$ cat config.mk
export PLATFORM = sky130hd
export DESIGN_NAME = hc74_4017
export DESIGN_NICKNAME = d
export VERILOG_FILES = /design/src/rtl/hc4017_pkg.sv /design/src/rtl/hc74_4017_johnson5.sv /design/src/rtl/hc74_4017.sv
export SDC_FILE = /design/constraint.sdc
export NUM_CORES = 1
export LEC_CHECK = 0
export BUFFER_PORTS_ARGS = -buffer_cell sky130_fd_sc_hd__buf_2
export CORE_MARGIN = 3
export CORE_UTILIZATION = 53
export DETAILED_ROUTE_END_ITERATION = 16
export HOLD_SLACK_MARGIN = 0.08
export PLACE_DENSITY_LB_ADDON = 0.15
export SLEW_MARGIN = 5
export SYNTH_ARGS = -nofsm -noshare
export SYNTH_HDL_FRONTEND = slang
export SYNTH_SLANG_ARGS = --single-unit
$ cat constraint.sdc
create_clock -name cp0 -period 3.6 [get_ports cp0]
set_input_delay 0.18 -clock cp0 [delete_from_list [all_inputs] [get_ports cp0]]
set_output_delay 0.18 -clock cp0 [all_outputs]
set_load 0.05 [all_outputs]
$ cat src/rtl/hc4017_pkg.sv
`default_nettype none
`timescale 1ns/1ps
// ============================================================================
//  Module      : hc4017_pkg
//  Description : Shared constants and Johnson-ring helpers for the 74HC4017
//                decade counter model.
//  Revision    : 1.0 - initial release
// ============================================================================
package hc4017_pkg;

    // Ring length of the 5-stage Johnson counter
    localparam logic [3:0] MODULUS = 4'd10;
    // Decoded output for count 0
    localparam logic [9:0] Q_RESET = 10'b1;
    // Register contents for count 0
    localparam logic [4:0] J_RESET = 5'b0;

    typedef logic [4:0] johnson_t;

    // A 5-bit word is on the 10-state ring exactly when it has at most one
    // transition between adjacent bits (all-zero, all-one, or one boundary).
    function automatic logic johnson_legal(input johnson_t j);
        logic [2:0] w_edges;
        w_edges = 3'd0;
        for (int i = 0; i < 4; i++) begin
            if (j[i] != j[i+1]) begin
                w_edges = w_edges + 3'd1;
            end
        end
        return (w_edges <= 3'd1);
    endfunction

    // One Johnson shift: move left, feed back the inverted MSB
    function automatic johnson_t johnson_next(input johnson_t j);
        return {j[3:0], ~j[4]};
    endfunction

    // One-hot decode of a ring state; off-ring states decode to all zeros.
    // On the first half of the ring the count equals the number of ones;
    // on the second half (MSB set) it equals MODULUS minus the ones.
    function automatic logic [9:0] johnson_decode(input johnson_t j);
        logic [3:0] w_ones;
        logic [3:0] w_idx;
        w_ones = 4'd0;
        for (int i = 0; i < 5; i++) begin
            w_ones = w_ones + {3'b000, j[i]};
        end
        w_idx = j[4] ? (MODULUS - w_ones) : w_ones;
        if (!johnson_legal(j)) begin
            return 10'b0;
        end
        return Q_RESET << w_idx;
    endfunction

endpackage : hc4017_pkg
`default_nettype wire

$ cat src/rtl/hc74_4017_johnson5.sv
`default_nettype none
`timescale 1ns/1ps
// ============================================================================
//  Module      : johnson5
//  Description : 5-bit Johnson register with asynchronous active-low reset,
//                level count enable and off-ring recovery to count 0.
//  Revision    : 1.0 - initial release
// ============================================================================
module johnson5
    import hc4017_pkg::*;
(
    input  logic       clk,
    input  logic       rst_n,
    input  logic       i_en,
    output logic [4:0] o_j
);

    johnson_t r_j;
    johnson_t w_j_next;
    logic     w_legal;

    // Next-state: hold when disabled, shift on the ring, reload 0 when off-ring
    always_comb begin
        w_legal  = johnson_legal(r_j);
        w_j_next = r_j;
        if (i_en) begin
            if (w_legal) begin
                w_j_next = johnson_next(r_j);
            end else begin
                w_j_next = J_RESET;
            end
        end
    end

    // State register; reset wins over any clock edge while held low
    always_ff @(posedge clk or negedge rst_n) begin
        if (!rst_n) begin
            r_j <= J_RESET;
        end else begin
            r_j <= w_j_next;
        end
    end

    assign o_j = r_j;

endmodule : johnson5
`default_nettype wire

$ cat src/rtl/hc74_4017.sv
`default_nettype none
`timescale 1ns/1ps
// ============================================================================
//  Module      : hc74_4017
//  Description : 74HC4017 decade counter/divider - Johnson counter with ten
//                one-hot decoded outputs and a divide-by-10 carry out.
//  Revision    : 1.0 - initial release
// ============================================================================
module hc74_4017
    import hc4017_pkg::*;
(
    input  logic       cp0,
    input  logic       _mr,
    input  logic       _cp1,
    output logic [9:0] q,
    output logic       _co
);

    logic [4:0] w_j;
    logic       w_en;

    // _cp1 is a plain level enable sampled by the cp0 rising edge
    assign w_en = ~_cp1;

    johnson5 u_johnson5 (
        .clk   (cp0),
        .rst_n (_mr),
        .i_en  (w_en),
        .o_j   (w_j)
    );

    // Outputs are a pure decode of the register, no extra pipeline stage
    assign q   = johnson_decode(w_j);
    assign _co = ~w_j[4];

endmodule : hc74_4017
`default_nettype wire

# Yosys cells after proc, flatten, opt, wreduce, memory -nomap -nowiden
# Cells that the tools add are included.
# totals
input_bits	3
n_memories	0
out_inout_bits	11
ff_bits	5
ram_bits	0
romBits	0
latchBits	0
wordCells	23
# op_classes
shift	1
mux	7
n_bitwise	1
n_div	0
n_eq_ne	4
n_addsub	8
order_cmp	1
n_reduce_logical	0
mul	0
# op_table
op	n
$mux 10	1
$shl 1x4->10 const A	1
$mux 3	3
$add 3x1->3 const B	2
$mux 5	1
$add 3x1->4	1
$add 4x1->4	1
$mux 4	1
$ne 1x1->1	4
$sub 4x4->4 const A	1
$add 2x1->3	1
$le 3x1->1 const B	1
$add 1x1->2	1
$add 1x1->2 const B	1
$mux 1	1
$not 1->1	1

# Depth between registers and ports, before layout
# Gate-level depths: netlist of run 1.
# depth
depth_word	10
depth_mapped	12
mapped_depth_nobuf	10

# Hierarchy
# Synthesis of run 1 repeated with hierarchy kept, for this count alone.
# unflattened
cells_unflattened	130
hier_area_um2	1008.5
# modules_own_cells
module	cells_per_inst	area_each_um2	instances	seq_area_each_um2
hc74_4017	72	548.0	1	0.0
johnson5	58	460.4	1	125.1

# Worst setup path before layout of run 1
# Ideal clock, no wire load.
# synth_timing
path_type	register to output
startpoint	register u_johnson5.r_j[3] (netlist: u_johnson5.o_j[3])
endpoint	output q[8]
path_stages_with_launch	9
arrival_ns	3.787
slack_ns	-0.367
n_path_buf	1
cell_sequence	dfrtp_1 > buf_2 > inv_1 > fa_1 > fa_1 > inv_1 > fa_1 > or4_1 > nor3_1
# synth_between
elab_chain_cells	6
elab_cells_between_ends	12
classes_between	add/sub (4); order compare (1); eq/ne (2); shift (1); mux (4)
# synth_rtl
item	line	rtl
from (decl)	hc74_4017_johnson5.sv:18	johnson_t r_j;
from (signal assigned)	hc74_4017_johnson5.sv:40	r_j <= w_j_next;
$add 3x1->4 / $ne 1x1->1 (equally long branches)	hc4017_pkg.sv:46, hc4017_pkg.sv:26	
$add 4x1->4 / $mux 3 (equally long branches)	--	
$sub 4x4->4 / $add 3x1->3 (equally long branches)	--	
$mux 4 / $mux 3 (equally long branches)	--	
$shl 1x4->10 / $le 3x1->1 (equally long branches)	--	
$mux 10 *	hc4017_pkg.sv:52	return Q_RESET << w_idx;
to (decl)	hc74_4017.sv:15	output logic [9:0] q,
# Every way passes the cells marked *; elsewhere a longest branch is shown, timed or not.

# Worst setup path after layout of run 1
# layout_timing
startpoint	register u_johnson5.r_j[1] (netlist: u_johnson5.o_j[1])
endpoint	output q[8]
# layout_between
elab_chain_cells	10
elab_cells_between_ends	18
classes_between	add/sub (8); order compare (1); eq/ne (2); shift (1); mux (6)
# layout_rtl
item	line
parallel branches: the longest is 9 deep, another holds $add 3x1->4	--
$mux 10 *	hc4017_pkg.sv:52
# Every way passes the cells marked *.

==> impl_metrics.yaml, run 1 <==
worst_setup_path:
  rr_worst_depth: 10
  crit_path_start_kind: "flip-flop"
  critPathKind: "reg -> out"
  crit_required_ns: 3.42
  arrival_ns: 3.27
  cp_max_fo: 6
  r2r_slack_ns: 0.75
  reg2reg_to: "u_johnson5.o_j[3]$_DFFE_PN0N_"
  r2r-start: "u_johnson5.o_j[1]$_DFFE_PN0N_"
  crit_path_end_kind: "output port"
outcome:
  status: "completed"
route:
  drc: 0
  wl_per_cell_um: 13.0
  vias: 659
  drt_first_pass_iters: 4
  first_iter_violations: 12
  ant_nets: 0
  drt-total-wl_um: 1510
  avgViaCountPerCell: 5.68
yosys:
  yosysSeqAreaShare_pct: 17.4
  yosysTopAreaCell: "dfrtp_1"
  synth_edf_count: 0
  synthCells: 85
  synthFlopType: "dfrtp_1"
  yosysTopAreaCellShare_pct: 17.4
  yosysMostFrequentCell: "nor3_1"
  synth_common_cells: "12 x nor3_1, 10 x inv_1, 6 x ha_1"
  synth_area_per_cell_um2: 8.45
  ys_ff_latch: 5
  synthArstFlopShare_pct: 100
  synthesis.nets: 98
  yosysUniqueCellTypes: 37
  syn_area_um2: 718
  yosys_warnings: 0
  synth_top_cells_by_area: "dfrtp_1 17%, fa_1 11%, ha_1 10%, nor3_1 8.4%, inv_1 5.2%"
clocking:
  root_buffer: "clkbuf_4"
  clkTransAtPathRegs_ns: 0.04
  cts_buffers: 3
  clk_latency_ns: 0.24
  h-tree-depth: 1
  max-clock-path-buffers: 2
  cts_tree: "built"
  clock-sinks: 5
floorplanning:
  die_x_um: 42.8
  die_area_um2: 1830
  start_util_pct: 60.5
  io_pins: 14
  core_um2: 1190
  core.rowCount: 12
  fp.dieH_um: 42.8
timing:
  tightest_slew_ns: 0.479
  min_period_over_period_pct: 95.7
  hold_viol: 0
  relSlewSlack_pct: 68.1
  slew_viol_final: 0
  skew_ns: 0.00130
  min_period_ns: 3.45
  fmax_ghz: 0.290
  setup_viol: 0
  rsz0062_at_grt: "yes"
global_routing:
  grt_pass1_vias: 575
  grt_max_degree: 14
  overflow: 0
  grt_antenna_before_repair: 0
  grt_pass1_wl_um: 2560
  grtUsageTotal_pct: 18.2
final_layout:
  largest_reg_flops: 5
  nFillCells: 84
  nets: 116
  drive_gt1_share_pct: 32.4
  synthToLayoutAreaGrowth_pct: 26.0
  final_cell_area_um2: 905
  antenna_cells: 0
flow_run:
  cap_violations: 0
worst_hold_path:
  min_path_type: "in -> reg"
  hold-path-endpoint: "u_johnson5.o_j[1]$_DFFE_PN0N_"
  hold_path_depth: 2
  min_from: "_cp1"
placed_design:
  gp_congestion: 0.878
  dp_hpwl_um: 1150
  dpl_cell_area_um2: 783
  numPortBuffers: 13
-- timing repair --
item / CTS / global route
endpoints found under the setup margin: 4 / 8
buffers inserted: 2 / 0
resized for setup: 3 / 22
pin swaps: 1 / 1
hold buffers: 1 / 0
endpoints found under the hold margin: 5 / 0
cloned: 0 / 0
-- kinds of logic (layout without fill, tap and decap cells) --
logic type      after synthesis  in the layout  share of synthesized area [%]
xor+xnor                      5              5                           6.10
fa+ha+maj                    10             10                           21.6
compound gates               20             20                           23.5
flops                         5              5                           17.4
buf+inv                      15             32                           9.76
simple gates                 30             30                           21.6
-- worst max-delay path by stage --
stage	startpoint	end	slack [ns]
after global routing	u_johnson5.o_j[1]$_DFFE_PN0N_	q[2]	-0.05
final	u_johnson5.o_j[1]$_DFFE_PN0N_	q[8]	0.15
after detailed placement	u_johnson5.o_j[1]$_DFFE_PN0N_	q[8]	0.13
after floorplan	u_johnson5.o_j[3]$_DFFE_PN0N_	q[8]	-0.37
after global placement	u_johnson5.o_j[1]$_DFFE_PN0N_	q[9]	0.25
after CTS	u_johnson5.o_j[1]$_DFFE_PN0N_	q[8]	0.02
-- critical path, stage by stage, from the launching register on --
cell and delay [ns]:
dfrtp_2 0.44, inv_2 0.08, fa_1 0.44, fa_2 0.50
buf_4 0.16, fa_1 0.49, or4_4 0.56, nor3_2 0.19
buf_6 0.18
-- per-stage QoR --
stage               instances  TNS (ns)  setup WS [ns]  hold slack (ns)  util [%]
floorplan                  85     -1.40         -0.367           -0.116         -
global placement          109         0          0.248         -0.00313      66.0
detailed placement        109         0          0.132         -0.00264      66.0
CTS                       116         0         0.0223            0.258      71.0
global route              116    -0.269        -0.0547            0.272      76.3
finish                    116         0          0.153            0.268      76.3
-- cells in the final DEF, fill, tap and decap left out, types with 2 or more instances in the layout --
cell	n
buf_4	8
inv_2	2
a32o_1	2
fa_1	2
xnor2_1	2
xor2_1	3
clkbuf_4	5
a31oi_1	2
nand2_1	5
nor3_2	2
a21oi_1	2
inv_1	8
ha_1	6
nor3_1	9
o31ai_1	3
dfrtp_1	4
buf_6	2
buf_2	5
nor2_1	4
fa_2	2
-- layer usage --
| metal | track usage [%] | part of all wire, % | up-vias | wire [um] |
|---|---|---|---|---|
| met1 | 26.7 | 51 | 310 | 767 |
| met4 | 9.32 | 0 | 0 | 0 |
| met3 | 2.54 | 2.2 | 0 | 33 |
| li1 | - | - | 341 | - |
| met2 | 25.4 | 47 | 8 | 706 |
| met5 | 0 | 0 | - | 0 |
-- final cells by class --
type | count | area [um^2] | share of cell area, %
Multi-Input combinational cell | 65 | 564 | 62.4
Timing Repair Buffer | 18 | 133 | 14.7
Sequential cell | 5 | 126 | 14.0
Inverter | 10 | 37.5 | 4.15
Clock buffer | 4 | 26.3 | 2.90
Tap cell | 14 | 17.5 | 1.94
Power of run 1 is not shown: default switching activity piles up to over one toggle a cycle in this logic, so the estimate is an artifact.
==> inputs of run 2 (changes only) <==
GPL_TIMING_DRIVEN = 0   (was unset)
==> run 2 against run 1 <==
  * Wire length grew 15%
  * Fmax shrank 2.1%
  * Count of clock-buffer cells in the layout unchanged
  * First-iteration DRC count increased to 2.6 times the previous value
  * Clock skew grew 0.0020 ns
  * Sequential share of layout area is 0.23 points lower
  * Via count up 5.5%
  * Global-route usage is 0.47 points lower
  * Critical path type unchanged
  * Largest cell class unchanged
==> impl_metrics.yaml, run 2 (synthesis gave the netlist of run 1 again) <==
final_layout:
  multi_input_area_um2: 554
  drive_gt1_share_pct: 33.0
  antenna_cells: 0
  nFillCells: 82
  largest_reg_flops: 5
  final_cell_mix: "10 x buf_2, 10 x nor3_1, 9 x inv_1, 6 x buf_4, 6 x ha_1"
  nets: 120
  final_cell_area_um2: 920
  instances_no_fill: 120
  synthToLayoutAreaGrowth_pct: 28.0
  register_area_um2: 126
timing:
  min_period_over_period_pct: 97.8
  slew_viol_final: 0
  setup_viol: 0
  relSlewSlack_pct: 74.4
  min_period_ns: 3.52
  rsz0062_at_grt: "no"
  skew_ns: 0.00333
  tightest_slew_ns: 0.384
  hold_viol: 0
  fmax_ghz: 0.284
clocking:
  clk_latency_ns: 0.24
  cts_buffers: 3
  clock-sinks: 5
  clkTransAtPathRegs_ns: 0.05
  max-clock-path-buffers: 2
  root_buffer: "clkbuf_4"
  cts_tree: "built"
  h-tree-depth: 1
worst_setup_path:
  reg2reg_to: "u_johnson5.o_j[4]$_DFFE_PN0N_"
  critPathKind: "reg -> out"
  cp_max_fo: 9
  crit_path_end_kind: "output port"
  rr_worst_depth: 9
  r2r_slack_ns: 0.90
  r2r-start: "u_johnson5.o_j[1]$_DFFE_PN0N_"
  crit_required_ns: 3.42
  crit_path_start_kind: "flip-flop"
  arrival_ns: 3.34
floorplanning:
  die_x_um: 42.8
  die_area_um2: 1830
  start_util_pct: 60.5
  io_pins: 14
  fp.dieH_um: 42.8
  core.rowCount: 12
  core_um2: 1190
route:
  avgViaCountPerCell: 5.79
  drc: 0
  drt-total-wl_um: 1730
  vias: 695
  wl_per_cell_um: 14.4
  drt_first_pass_iters: 4
  first_iter_violations: 31
  ant_nets: 0
worst_hold_path:
  min_path_type: "in -> async"
global_routing:
  grtUsageMet1_pct: 27.8
  met2_usage_pct: 24.9
  busiest_layer: "met1"
  grtUsageTotal_pct: 17.8
  grt_max_degree: 11
  grt_pass1_wl_um: 2560
  overflow: 0
  grt_pass1_vias: 573
  grt_antenna_before_repair: 0
  use_met3_pct: 2.97
placed_design:
  dp_cells: 111
  gp_congestion: 0.891
  dp_hpwl_um: 1190
  numPortBuffers: 12
  dpl_cell_area_um2: 796
outcome:
  status: "completed"
flow_run:
  cap_violations: 0
-- run 2: cell types whose count changed in the layout (fill, tap and decap cells not counted), moves of 2 or more --
cell | previous run | this run
clkbuf_4 | 5 | 3
buf_6 | 2 | 4
buf_4 | 8 | 6
inv_2 | 2 | 0
buf_2 | 5 | 10
-- run 2: worst max-delay path, stage by stage (launching register included) --
cell	delay [ns]
dfrtp_1	0.34
buf_6	0.14
inv_1	0.08
fa_1	0.50
fa_2	0.48
buf_4	0.16
fa_1	0.49
or4_4	0.53
nor3_2	0.20
buf_6	0.18
-- run 2: final cells by class --
cell class / count / share of cell area, %
plain buffers: 5 / 4.22
clock buffers: 4 / 2.86
inverters: 10 / 4.49
multi-input cells: 65 / 60.3
flip-flops and latches: 5 / 13.7
well taps: 14 / 1.90
repair buffers: 17 / 12.5
-- run 2: how the worst max path moves through the flow --
| stage | from | endpoint | slack [ns] | depth (start not counted) |
|---|---|---|---|---|
| floorplan | u_johnson5.o_j[3]$_DFFE_PN0N_ | q[8] | -0.37 | 8 |
| global placement | u_johnson5.o_j[3]$_DFFE_PN0N_ | q[8] | 0.09 | 9 |
| detailed placement | u_johnson5.o_j[3]$_DFFE_PN0N_ | q[8] | 0.06 | 9 |
| CTS | u_johnson5.o_j[3]$_DFFE_PN0N_ | q[8] | 0.01 | 9 |
| global route | u_johnson5.o_j[1]$_DFFE_PN0N_ | q[4] | 0.0004 | 12 |
| finish | u_johnson5.o_j[3]$_DFFE_PN0N_ | q[8] | 0.08 | 9 |
-- run 2: repair_timing --
item,CTS,global route
resized for setup,5,12
endpoints found under the hold margin,5,0
pin swaps,1,3
setup buffers,1,3
setup endpoints to repair,4,6
hold buffers,1,0
-- run 2: per-layer routing --
metal | up-vias | part of all wire (%)
met5 | - | 0
met4 | 0 | 0
met3 | 0 | 4.3
met2 | 23 | 47
met1 | 327 | 48
li1 | 345 | -
-- run 2: through the flow --
step,util (%),setup WS [ns],hold slack [ns],TNS [ns]
detailed placement,67.1,0.0646,0.00300,0
global placement,67.1,0.0922,-0.00129,0
floorplan,-,-0.367,-0.116,-1.40
global route,77.5,0.000392,0.305,0
finish,77.5,0.0808,0.287,0
CTS,71.8,0.0132,0.287,0
Power of run 2 is left out for the same reason.
==> inputs of run 3 (changes only) <==
CORE_AREA = 3 3 40 42   (was unset)
CORE_MARGIN = unset   (was 3)
CORE_UTILIZATION = unset   (was 53)
DIE_AREA = 0 0 43 45   (was unset)
clock period = 4.35 ns   (was 3.6 ns; I/O delays follow)
==> run 3 against run 2 <==
  * Worst hold slack improved by 0.041 ns
  * Wire length decreased by 5.1%
  * Critical path type unchanged
  * Via count decreased by 4.7%
  * First-iteration DRC count decreased by 23%
  * Highest routed layer is now met4
  * Register-to-register slack improved by 0.64 ns
==> impl_metrics.yaml, run 3 (synthesis gave the netlist of run 1 again) <==
final_layout:
  largest_reg_flops: 5
  final_cell_mix: "14 x buf_2, 12 x nor3_1, 10 x inv_1, 6 x ha_1"
  nets: 116
  final_common_cell: "buf_2"
  antenna_cells: 0
  drive_gt1_share_pct: 22.5
  nFillCells: 126
  synthToLayoutAreaGrowth_pct: 16.0
global_routing:
  grt_pass1_vias: 659
  grtUsageTotal_pct: 19.3
  grt_max_degree: 11
  grt_pass1_wl_um: 2860
  grt_antenna_before_repair: 0
  overflow: 0
clocking:
  max-clock-path-buffers: 2
  clk_latency_ns: 0.24
  root_buffer: "clkbuf_4"
  cts_resized: 0
  h-tree-depth: 1
  cts_buffers: 3
  clkTransAtPathRegs_ns: 0.05
  clock-sinks: 5
  cts_tree: "built"
placed_design:
  numPortBuffers: 12
  dp_hpwl_um: 1270
  gp_congestion: 0.721
route:
  drt-total-wl_um: 1640
  wl_per_cell_um: 14.0
  drt_first_pass_iters: 4
  avgViaCountPerCell: 5.66
  drc: 0
  vias: 662
  first_iter_violations: 24
  ant_nets: 0
floorplanning:
  core_um2: 1280
  die_x_um: 43
  fp.dieH_um: 45
  start_util_pct: 55.9
  die_area_um2: 1940
  core.rowCount: 13
  io_pins: 14
outcome:
  status: "completed"
worst_setup_path:
  crit_path_start_kind: "flip-flop"
  crit_required_ns: 4.13
  cp_max_fo: 9
  arrival_ns: 3.65
  critPathKind: "reg -> out"
  crit_path_end_kind: "output port"
timing:
  rsz0062_at_grt: "no"
  fmax_ghz: 0.259
  setup_viol: 0
  tns_ns: 0
  slew_viol_final: 0
  min_period_ns: 3.87
  relSlewSlack_pct: 74.9
  skew_ns: 0.000140
  hold_viol: 0
  min_period_over_period_pct: 88.9
  tightest_slew_ns: 0.377
worst_hold_path:
  min_path_type: "in -> async"
flow_run:
  cap_violations: 0
[run 3: cell types whose count changed in the layout (fill, tap and decap cells not counted), moves of 2 or more]
cell / before / now
nor3_1: 10 / 12
fa_2: 2 / 0
buf_2: 10 / 14
fa_1: 2 / 4
buf_4: 6 / 1
buf_6: 4 / 1
[run 3: routing by layer]
| metal | GRT usage (%) | vias up | routed length, um |
|---|---|---|---|
| met4 | 7.83 | 0 | 18 |
| met5 | 0 | - | 0 |
| met2 | 38.3 | 21 | 928 |
| met1 | 21.3 | 303 | 627 |
| met3 | 1.20 | 2 | 63 |
| li1 | - | 336 | - |
[run 3: layout make-up]
class / instances / area (um^2) / area share, %
clock buffers: 4 / 26.3 / 3.15
flip-flops and latches: 5 / 125 / 15.0
inverters: 10 / 37.5 / 4.50
well taps: 15 / 18.8 / 2.25
repair buffers: 13 / 70.1 / 8.41
multi-input cells: 65 / 523 / 62.8
plain buffers: 5 / 32.5 / 3.90
[run 3: what timing repair did]
item	4_1_cts	5_1_grt
hold buffers	1	0
hold endpoints to repair	5	0
buffers inserted	0	0
[run 3: worst paths after layout]
path | startpoint | end | slack, ns | depth (start not counted)
max in group asynchronous | _mr | u_johnson5.o_j[1]$_DFFE_PN0N_ | 3.89 | 2
min in group cp0 | _cp1 | u_johnson5.o_j[3]$_DFFE_PN0N_ | 0.37 | 3
min | _mr | u_johnson5.o_j[3]$_DFFE_PN0N_ | 0.33 | 2
max reg2reg | u_johnson5.o_j[1]$_DFFE_PN0N_ | u_johnson5.o_j[1]$_DFFE_PN0N_ | 1.54 | 10
max | u_johnson5.o_j[3]$_DFFE_PN0N_ | q[9] | 0.48 | 9
min reg2reg | u_johnson5.o_j[0]$_DFFE_PN0N_ | u_johnson5.o_j[0]$_DFFE_PN0N_ | 0.53 | 1
[run 3: metrics by stage]
stage	setup WS, ns	hold slack (ns)	utilization [%]	cells	instance area, um^2
4_1_cts	0.485	0.322	64.8	117	833
5_1_grt	0.311	0.340	64.8	117	833
2_1_floorplan	0.345	-0.0781	-	85	718
3_5_place_dp	0.766	0.0417	62.0	112	797
3_3_place_gp	0.771	0.0358	62.0	112	797
6_report	0.483	0.328	64.8	117	833
[run 3: worst max-delay path: stages, from the launching register on]
cell and delay (ns):
dfrtp_1 0.31, buf_2 0.21, inv_1 0.11, fa_1 0.46
fa_1 0.67, inv_1 0.20, fa_1 0.52, or4_1 0.45
nor3_1 0.19, buf_2 0.29
Power of run 3 is left out for the same reason.
